===== src/rtl/mem_req_seq_pkg.sv =====
// Shared types and constants for the host-side memory request sequencer.
// Holds the FSM encoding, idle command levels and the bank field position.
package mem_req_seq_pkg;

    localparam int DEF_AW     = 11;
    localparam int DEF_DW     = 8;
    localparam int DEF_LEN_W  = 4;
    localparam int DEF_RD_LAT = 3;

    typedef enum logic [1:0] {
        ST_IDLE  = 2'b00,
        ST_WR    = 2'b01,
        ST_RD    = 2'b10,
        ST_DRAIN = 2'b11
    } state_t;

    // Command levels driven on bubbles and while idle
    localparam logic IDLE_CE  = 1'b0;
    localparam logic IDLE_CSB = 1'b1;
    localparam logic IDLE_WEB = 1'b1;
    localparam logic IDLE_OEB = 1'b1;

    localparam int BANK_HI = DEF_AW - 1;
    localparam int BANK_LO = DEF_AW - 2;

    function automatic logic [1:0] bank_of(input logic [DEF_AW-1:0] addr);
        return addr[BANK_HI:BANK_LO];
    endfunction

endpackage


===== src/rtl/mem_rd_pipe.sv =====
// Fixed-latency read tracker: a DEPTH-deep valid shift register with flush.
// The last stage marks the cycle in which returned read data must be captured.
module mem_rd_pipe #(
    parameter int DEPTH = 3
) (
    input  logic CLK,
    input  logic RSTN,
    input  logic i_push,
    input  logic i_flush,
    output logic o_sample_en,
    output logic o_empty
);

    logic [DEPTH-1:0] r_stage;

    // Shift a one per issued read beat toward the sample stage
    always_ff @(posedge CLK or negedge RSTN) begin
        if (!RSTN) begin
            r_stage <= {DEPTH{1'b0}};
        end else if (i_flush) begin
            r_stage <= {DEPTH{1'b0}};
        end else begin
            for (int i = DEPTH - 1; i > 0; i--) begin
                r_stage[i] <= r_stage[i-1];
            end
            r_stage[0] <= i_push;
        end
    end

    assign o_sample_en = r_stage[DEPTH-1];
    assign o_empty     = (r_stage == {DEPTH{1'b0}});

endmodule


===== src/rtl/mem_req_seq.sv =====
// Host request sequencer: turns single/burst read-write requests into one
// registered memory command per cycle and returns read data as rdata/rvalid.
module mem_req_seq
    import mem_req_seq_pkg::*;
#(
    parameter int AW     = DEF_AW,
    parameter int DW     = DEF_DW,
    parameter int LEN_W  = DEF_LEN_W,
    parameter int RD_LAT = DEF_RD_LAT
) (
    input  logic             CLK,
    input  logic             RSTN,
    input  logic             req_valid,
    output logic             req_ready,
    input  logic             req_we,
    input  logic [AW-1:0]    req_addr,
    input  logic [LEN_W-1:0] req_len,
    input  logic             wd_valid,
    output logic             wd_ready,
    input  logic [DW-1:0]    wd_data,
    output logic             rvalid,
    output logic [DW-1:0]    rdata,
    output logic             busy,
    output logic [AW-1:0]    ADDR,
    output logic             CE,
    output logic             CSB,
    output logic             WEB,
    output logic             OEB,
    output logic [DW-1:0]    IDATA,
    input  logic [DW-1:0]    ODATA
);

    localparam logic [AW-1:0]    ADDR_ONE = {{(AW-1){1'b0}}, 1'b1};
    localparam logic [LEN_W-1:0] LEN_ONE  = {{(LEN_W-1){1'b0}}, 1'b1};
    localparam logic [LEN_W-1:0] LEN_ZERO = {LEN_W{1'b0}};

    state_t           r_state, w_state_nxt;
    logic [AW-1:0]    r_cur_addr, w_cur_addr_nxt;
    logic [LEN_W-1:0] r_cnt, w_cnt_nxt;
    logic [AW-1:0]    r_addr, w_addr_nxt;
    logic [DW-1:0]    r_idata, w_idata_nxt;
    logic             r_ce, r_csb, r_web, r_oeb;
    logic             w_ce_nxt, w_csb_nxt, w_web_nxt, w_oeb_nxt;
    logic             w_push, w_flush, w_sample_en, w_pipe_empty;
    logic             r_rvalid;
    logic [DW-1:0]    r_rdata;

    mem_rd_pipe #(.DEPTH(RD_LAT)) u_rd_pipe (
        .CLK         (CLK),
        .RSTN        (RSTN),
        .i_push      (w_push),
        .i_flush     (w_flush),
        .o_sample_en (w_sample_en),
        .o_empty     (w_pipe_empty)
    );

    // Next state, burst bookkeeping and the command to register this cycle
    always_comb begin
        w_state_nxt    = r_state;
        w_cur_addr_nxt = r_cur_addr;
        w_cnt_nxt      = r_cnt;
        w_addr_nxt     = r_addr;
        w_idata_nxt    = r_idata;
        w_ce_nxt       = IDLE_CE;
        w_csb_nxt      = IDLE_CSB;
        w_web_nxt      = IDLE_WEB;
        w_oeb_nxt      = IDLE_OEB;
        w_push         = 1'b0;
        w_flush        = 1'b0;
        case (r_state)
            ST_IDLE: begin
                if (req_valid) begin
                    w_cur_addr_nxt = req_addr;
                    w_cnt_nxt      = req_len;
                    w_state_nxt    = req_we ? ST_WR : ST_RD;
                end else begin
                    w_state_nxt = ST_IDLE;
                end
            end
            ST_WR: begin
                // A missing data beat leaves a bubble and does not advance the address
                if (wd_valid) begin
                    w_ce_nxt       = 1'b1;
                    w_csb_nxt      = 1'b0;
                    w_web_nxt      = 1'b0;
                    w_oeb_nxt      = 1'b1;
                    w_addr_nxt     = r_cur_addr;
                    w_idata_nxt    = wd_data;
                    w_cur_addr_nxt = r_cur_addr + ADDR_ONE;
                    if (r_cnt == LEN_ZERO) begin
                        w_state_nxt = ST_IDLE;
                    end else begin
                        w_cnt_nxt = r_cnt - LEN_ONE;
                    end
                end else begin
                    w_state_nxt = ST_WR;
                end
            end
            ST_RD: begin
                w_ce_nxt       = 1'b1;
                w_csb_nxt      = 1'b0;
                w_web_nxt      = 1'b1;
                w_oeb_nxt      = 1'b0;
                w_addr_nxt     = r_cur_addr;
                w_push         = 1'b1;
                w_cur_addr_nxt = r_cur_addr + ADDR_ONE;
                if (r_cnt == LEN_ZERO) begin
                    w_state_nxt = ST_DRAIN;
                end else begin
                    w_cnt_nxt = r_cnt - LEN_ONE;
                end
            end
            ST_DRAIN: begin
                if (w_pipe_empty) begin
                    w_state_nxt = ST_IDLE;
                end else begin
                    w_state_nxt = ST_DRAIN;
                end
            end
            default: begin
                w_state_nxt = ST_IDLE;
                w_flush     = 1'b1;
            end
        endcase
    end

    // State, burst tracking and registered command outputs
    always_ff @(posedge CLK or negedge RSTN) begin
        if (!RSTN) begin
            r_state    <= ST_IDLE;
            r_cur_addr <= {AW{1'b0}};
            r_cnt      <= LEN_ZERO;
            r_addr     <= {AW{1'b0}};
            r_idata    <= {DW{1'b0}};
            r_ce       <= IDLE_CE;
            r_csb      <= IDLE_CSB;
            r_web      <= IDLE_WEB;
            r_oeb      <= IDLE_OEB;
        end else begin
            r_state    <= w_state_nxt;
            r_cur_addr <= w_cur_addr_nxt;
            r_cnt      <= w_cnt_nxt;
            r_addr     <= w_addr_nxt;
            r_idata    <= w_idata_nxt;
            r_ce       <= w_ce_nxt;
            r_csb      <= w_csb_nxt;
            r_web      <= w_web_nxt;
            r_oeb      <= w_oeb_nxt;
        end
    end

    // Capture returned bank data when the matching read beat reaches the end of the pipe
    always_ff @(posedge CLK or negedge RSTN) begin
        if (!RSTN) begin
            r_rvalid <= 1'b0;
            r_rdata  <= {DW{1'b0}};
        end else begin
            r_rvalid <= w_sample_en;
            if (w_sample_en) begin
                r_rdata <= ODATA;
            end else begin
                r_rdata <= r_rdata;
            end
        end
    end

    assign req_ready = (r_state == ST_IDLE);
    assign wd_ready  = (r_state == ST_WR);
    assign busy      = (r_state != ST_IDLE) || !w_pipe_empty;
    assign ADDR      = r_addr;
    assign CE        = r_ce;
    assign CSB       = r_csb;
    assign WEB       = r_web;
    assign OEB       = r_oeb;
    assign IDATA     = r_idata;
    assign rvalid    = r_rvalid;
    assign rdata     = r_rdata;

endmodule


===== config.mk =====
export PLATFORM = sky130hd
export DESIGN_NAME = mem_req_seq
export DESIGN_NICKNAME = d
export VERILOG_FILES = /design/src/rtl/mem_req_seq_pkg.sv /design/src/rtl/mem_rd_pipe.sv /design/src/rtl/mem_req_seq.sv
export SDC_FILE = /design/constraint.sdc
export NUM_CORES = 1
export LEC_CHECK = 0
export ABC_AREA = 1
export BUFFER_PORTS_ARGS = -buffer_cell sky130_fd_sc_hd__buf_2
export CAP_MARGIN = 20
export CORE_MARGIN = 10
export CORE_UTILIZATION = 30
export DETAILED_ROUTE_END_ITERATION = 7
export GPL_TIMING_DRIVEN = 0
export PLACE_DENSITY_LB_ADDON = 0.3
export SLEW_MARGIN = 15
export SYNTH_ARGS = -nofsm -noshare
export SYNTH_HDL_FRONTEND = slang
export SYNTH_SLANG_ARGS = --single-unit
export TNS_END_PERCENT = 10

===== constraint.sdc =====
create_clock -name CLK -period 1.4 [get_ports CLK]
set_input_delay 0.14 -clock CLK [delete_from_list [all_inputs] [get_ports CLK]]
set_output_delay 0.14 -clock CLK [all_outputs]
set_load 0.02 [all_outputs]

; ---- Word level (Yosys, flattened, before mapping)
; Cells that the tools add are included.
[word_totals]
reg_bits = 52
output_inout_bits = 35
word_cells = 56
[classes]
addsub = 2
eq_ne = 7
muxes = 23
reduce_logical = 12
[ops]
columns = op, n
row1 = $mux 11, 3
row2 = $pmux 11 s3, 1
row3 = $pmux 11 s2, 1
row4 = $mux 2, 6
row5 = $mux 4, 3
row6 = $pmux 4 s3, 1
row7 = $add 11x1->11 const B, 1
row8 = $pmux 2 s4, 1
row9 = $ne 2x2->1 const B, 3
row10 = $reduce_and 2->1, 3
row11 = $mux 1, 5
row12 = $eq 2x2->1 const B, 2
row13 = $logic_not 4->1, 1
row14 = $pmux 1 s2, 2
row15 = $reduce_bool 2->1, 2
row16 = $sub 4x1->4 const B, 1
row17 = $logic_not 3->1, 1
row18 = $ne 3x2->1 const B, 1
row19 = $reduce_and 3->1, 1
row20 = $reduce_bool 3->1, 1
row21 = $eq 2x1->1 const B, 1
row22 = $logic_not 2->1, 1
row23 = $logic_not 1->1, 1
row24 = $logic_or 1x1->1, 1

; ---- Logic depth before layout (Yosys ltp)
[depth]
ltp_word = 4
mapped_depth = 10

; ---- Cells and area by module
; A second synthesis with hierarchy kept.
[hier_totals]
hier_cells = 291
area_unflattened_um2 = 2527.4
[by_module_without_submodules]
columns = module, n_inst, cells_each, area_per_inst_um2
row1 = mem_req_seq, 1, 280, 2419.8
row2 = mem_rd_pipe, 1, 11, 107.6

; ---- Worst setup path before layout
; Ideal clock, no wire load.
[synth_path]
path_type = reg2reg
start = register r_state[1]
end = register r_addr[1], in the netlist ADDR[1]
arrival_time_ns = 1.425
required_ns = 1.275
slack_ns = -0.150
stages_incl_launch_ff = 6
n_path_buf = 0
period_less_slack_ns = 1.550
cell_sequence = dfrtp_1 inv_1 ha_1 nand2_1 o21ai_2 mux2_2
[synth_via]
elab_chain_len = 3
elab_cells_between_ends = 6
classes_between = eq/ne: 3 / mux: 1 / reduce/logical: 2
[synth_lines]
columns = item, line
row1 = "start, declared", mem_req_seq.sv:37  ; state_t r_state, w_state_nxt;
row2 = "start signal, assigned", mem_req_seq.sv:140  ; r_state <= w_state_nxt;
row3 = $eq 2x1->1 (*), --
row4 = via wd_ready, mem_req_seq.sv:19  ; output logic wd_ready,
row5 = $ne 2x2->1 (no source line) / $reduce_bool 2->1 (equally long branches), --
row6 = $reduce_and 2->1 (no source line), --
row7 = "end signal, assigned", mem_req_seq.sv:133  ; r_addr <= {AW{1'b0}};
row8 = "end signal, assigned", mem_req_seq.sv:143  ; r_addr <= w_addr_nxt;
row9 = "end, declared", mem_req_seq.sv:40  ; logic [AW-1:0] r_addr, w_addr_nxt;
; Mark *: on every way through the listed nets, which the timed path passes. The rest lies on a longest branch.
; A chain may end at the register's enable or synchronous reset.

; ---- Worst setup path in the final report
[layout_path]
start = register r_state[0]
end = register r_cur_addr[2]
[layout_via]
elab_chain_len = 3
elab_cells_between_ends = 8
classes_between = eq/ne: 4 / mux: 1 / reduce/logical: 3
[layout_lines]
columns = item, line
row1 = $eq 2x1->1 (tied with other cells), mem_req_seq.sv:70  ; case (r_state)
row2 = $ne 2x2->1 (no source line) / $reduce_bool 3->1 (equally long branches), --
row3 = $reduce_and 3->1 (no source line), --
row4 = "end signal, assigned", mem_req_seq.sv:131  ; r_cur_addr <= {AW{1'b0}};
row5 = "end signal, assigned", mem_req_seq.sv:141  ; r_cur_addr <= w_cur_addr_nxt;
row6 = "end, declared", mem_req_seq.sv:38  ; logic [AW-1:0] r_cur_addr, w_cur_addr_nxt;
; Several ways; a longest one is shown, not always the timed one.

==> results.yml <==
run_status:
  status: "finished with violations"
  failed_checks: "setup timing"
worst_setup_path:
  crit_type: "flip-flop to flip-flop"
  cp_max_fo: 8
  cp.required_ns: 1.64
  cpLargestDelayFamily: "flip-flops"
  critPathArrivalTime_ns: 1.69
  critPathSlowestCell: "dfrtp_2"
  crit_buf_inv: 3
  critical_path.cell_chain: "inv_4 -> ha_4 -> buf_8 -> buf_6 -> nor2_1 -> o21a_1 -> a21oi_2"
  crit_start: "r_state[0]$_DFFE_PN0P_"
  reg2reg_setup_slack_ns: -0.05
  critPathMaxStageDelay_ns: 0.46
  start_kind: "flip-flop"
  critPathCaptureType: "flip-flop"
  reg2reg_from: "r_state[0]$_DFFE_PN0P_"
timing:
  min_period_ns: 1.45
  setup_tns_ns: -0.241
  relSlewSlack_pct: 55.8
  setup_viol: 10
  hold_slack_ns: 0.0230
  rsz0062_at_grt: "yes"
  finalClockSkew_ns: 0.00701
  finalCritPeriodShare_pct: 103
  final-hold-violation-count: 0
  fin_ws_ns: -0.0464
  fmax_ghz: 0.691
  slew_violations: 0
  worstMarginPinSlew_ns: 0.663
clocking:
  cts.sinks: 52
  cts_max_level: 2
  cts_tree: "done"
  clkLatencyLatePin_ns: 0.30
  cts_root_buf: "clkbuf_8"
  clk_pin_slew_worst_paths_ns: 0.10
  cts_buffer_depth: 2
  cts_made_buffers: 5
floorplan:
  num_rows: 33
  pin_count: 71
  coreArea_um2: 8220
  fp.dieW_um: 112
  die_h_um: 112
  initial_core_util_pct: 30.9
  fp.dieArea_um2: 12600
yosys:
  avgSynthCellArea_um2: 8.34
  synthesis.nets: 349
  async_flop_share_pct: 100
  synthTopCellsByArea: "dfrtp_1 48%, nand2_1 16%, nor2_1 4.6%, ha_1 3.9%, inv_1 3.8%"
  yosys.cell_types.count: 25
  synth_top_cells_by_count: "105 x nand2_1, 49 x dfrtp_1, 31 x nor2_1, 26 x inv_1, 15 x nand3_1"
  netlist.area_leader.share_pct: 48.2
  syn_inst: 305
  synth_flop_cell: "dfrtp_1"
  synthMostInstantiatedCell: "nand2_1"
  seq_area_frac_synth_pct: 51.3
  yosys_warnings: 0
  synth-edff-count: 0
  syn_area_um2: 2540
  yosysTopAreaCell: "dfrtp_1"
  ys_ff_latch: 52
final_layout:
  antenna_cells_inserted: 0
  synthToLayoutAreaGrowth_pct: 38.6
  multi_input_area_um2: 1210
  fin_cells: 505
  drive_gt1_share_pct: 40.5
  final_area_um2: 3520
  post-route-util_pct: 42.9
  num-fill-cells: 828
  final_nets: 444
  seqCellArea_um2: 1310
route:
  vias: 2254
  dr.pass1.iters: 4
  drt_iter0_drc: 61
  routed_via_density: 4.46
  finalWirelength_um: 6790
  routedWlPerCell_um: 13.4
  ant_nets: 0
  drc_errors: 0
global_routing:
  grt_pass1_vias: 2192
  grt.met3_usage_pct: 2.56
  grt_overflow: 0
  antenna_found_initial: 0
  grt_pass1_wl_um: 10800
  grt.busiest_layer: "met2"
  grt_use_total_pct: 10.4
  grt_max_degree: 53
  grt_util_met2_pct: 18.5
  use_met1_pct: 11.9
power:
  ir_drop_mv: 0.936
  switchingPower_mw: 4.60
  pwr-share-comb_pct: 63.8
  power_frac_seq_pct: 27.3
  power_mw: 10.1
  switching_share_pct: 45.7
  intPower_mw: 5.47
  pwr-share-clk_pct: 8.9
  p_per_area_nw_per_um2: 2860
  cellLeakagePower_nw: 1.81
placed_design:
  placed_cell_area_um2: 3030
  dp.cells: 480
  place_ws_ns: -0.268
  port_buffers: 70
  place.gp.congestion: 0.767
  dpl.hpwl_um: 4890
worst_hold_path:
  min_from: "wd_data[6]"
  min_path_type: "input pin to flip-flop"
flow_run:
  drv_cap: 0
-- path summary, 6_finish.rpt --
path,to,cells past startpoint
min reg2reg,rvalid$_DFF_PN0_,0
max reg2reg,r_cur_addr[2]$_DFFE_PN0P_,7
min,IDATA[6]$_DFFE_PN0P_,3
max in group asynchronous,r_state[0]$_DFFE_PN0P_,2
max,r_cur_addr[2]$_DFFE_PN0P_,7
min in group asynchronous,IDATA[1]$_DFFE_PN0P_,2
-- final cells by class --
| type | instances | share of cell area [%] |
|---|---|---|
| clock buffer | 6 | 2.34 |
| sequential | 52 | 37.1 |
| buffer | 9 | 2.91 |
| tap | 105 | 3.73 |
| inverter | 33 | 3.94 |
| clock inverter | 1 | 0.249 |
| multi-input combinational | 211 | 34.4 |
| timing repair buffer | 88 | 15.3 |
-- cells by family (layout without fill, tap and decap cells) --
family,count (synthesis),in the layout,share of synthesized area (%)
buf+inv,42,137,7.63
xor+xnor,1,1,0.345
simple gates,159,159,25.0
flops,52,52,51.3
compound gates,41,41,11.0
fa+ha+maj,8,8,3.94
mux,2,2,0.837
-- cells in the final DEF, fill, tap and decap left out, types with 2 or more instances in the layout --
| cell | netlist | final |
|---|---|---|
| buf_2 | 2 | 71 |
| nand3_2 | 0 | 3 |
| nand3_1 | 15 | 11 |
| dfrtp_1 | 49 | 48 |
| nor2_4 | 0 | 3 |
| buf_4 | 5 | 11 |
| clkbuf_8 | 0 | 6 |
| dfstp_2 | 3 | 3 |
| nand4_1 | 2 | 2 |
| o21ai_2 | 6 | 5 |
| inv_2 | 7 | 4 |
| nand2_4 | 0 | 3 |
| nor2_1 | 31 | 23 |
| o21ai_0 | 10 | 6 |
| ha_1 | 8 | 3 |
| nor2_2 | 4 | 9 |
| o21ai_1 | 4 | 7 |
| inv_4 | 0 | 6 |
| buf_8 | 0 | 3 |
| nand2_1 | 105 | 102 |
| o21ai_4 | 0 | 2 |
| a21oi_1 | 8 | 8 |
| buf_6 | 2 | 9 |
| ha_4 | 0 | 5 |
| a21oi_2 | 11 | 11 |
| inv_1 | 26 | 23 |
-- power groups by stage --
stage / Combinational [mW] / Clock, mW / Sequential (mW)
global placement: 4.85 / 0 / 2.73
floorplan: 3.09 / 0 / 3.24
CTS: 6.01 / 0.930 / 2.74
finish: 6.42 / 0.893 / 2.75
detailed placement: 4.94 / 0 / 2.76
global route: 7.07 / 0.997 / 2.86
-- worst reg2reg max path, cell delays in order (launching register included) --
cell and delay, ns:
dfrtp_2 0.46, inv_4 0.07, ha_4 0.29, buf_8 0.14, buf_6 0.12, nor2_1 0.04, o21a_1 0.17, a21oi_2 0.10
-- registers in the layout, indices dropped and copies added, names as in the netlist --
name and count:
r_cur_addr 11, IDATA 8, rvalid 1, CSB 1, WEB 1, CE 1, OEB 1, rdata 8
ADDR 11, r_state 2, r_cnt 4, u_rd_pipe.r_stage 3
-- repair_timing --
item | in CTS | in global routing
setup buffers | 11 | 3
hold endpoints to repair | 49 | 0
setup endpoints to repair | 33 | 30
gates cloned | 2 | 1
hold buffers | 1 | 0
gates resized for setup | 35 | 29
pin swaps | 10 | 14
-- metal layers --
layer  vias up  share of wire, %
met3         5               4.0
met2        42                52
met5         -                 0
met4         0               1.1
li1       1141                 -
met1      1066                42
Power figures use the tool's default switching activity.
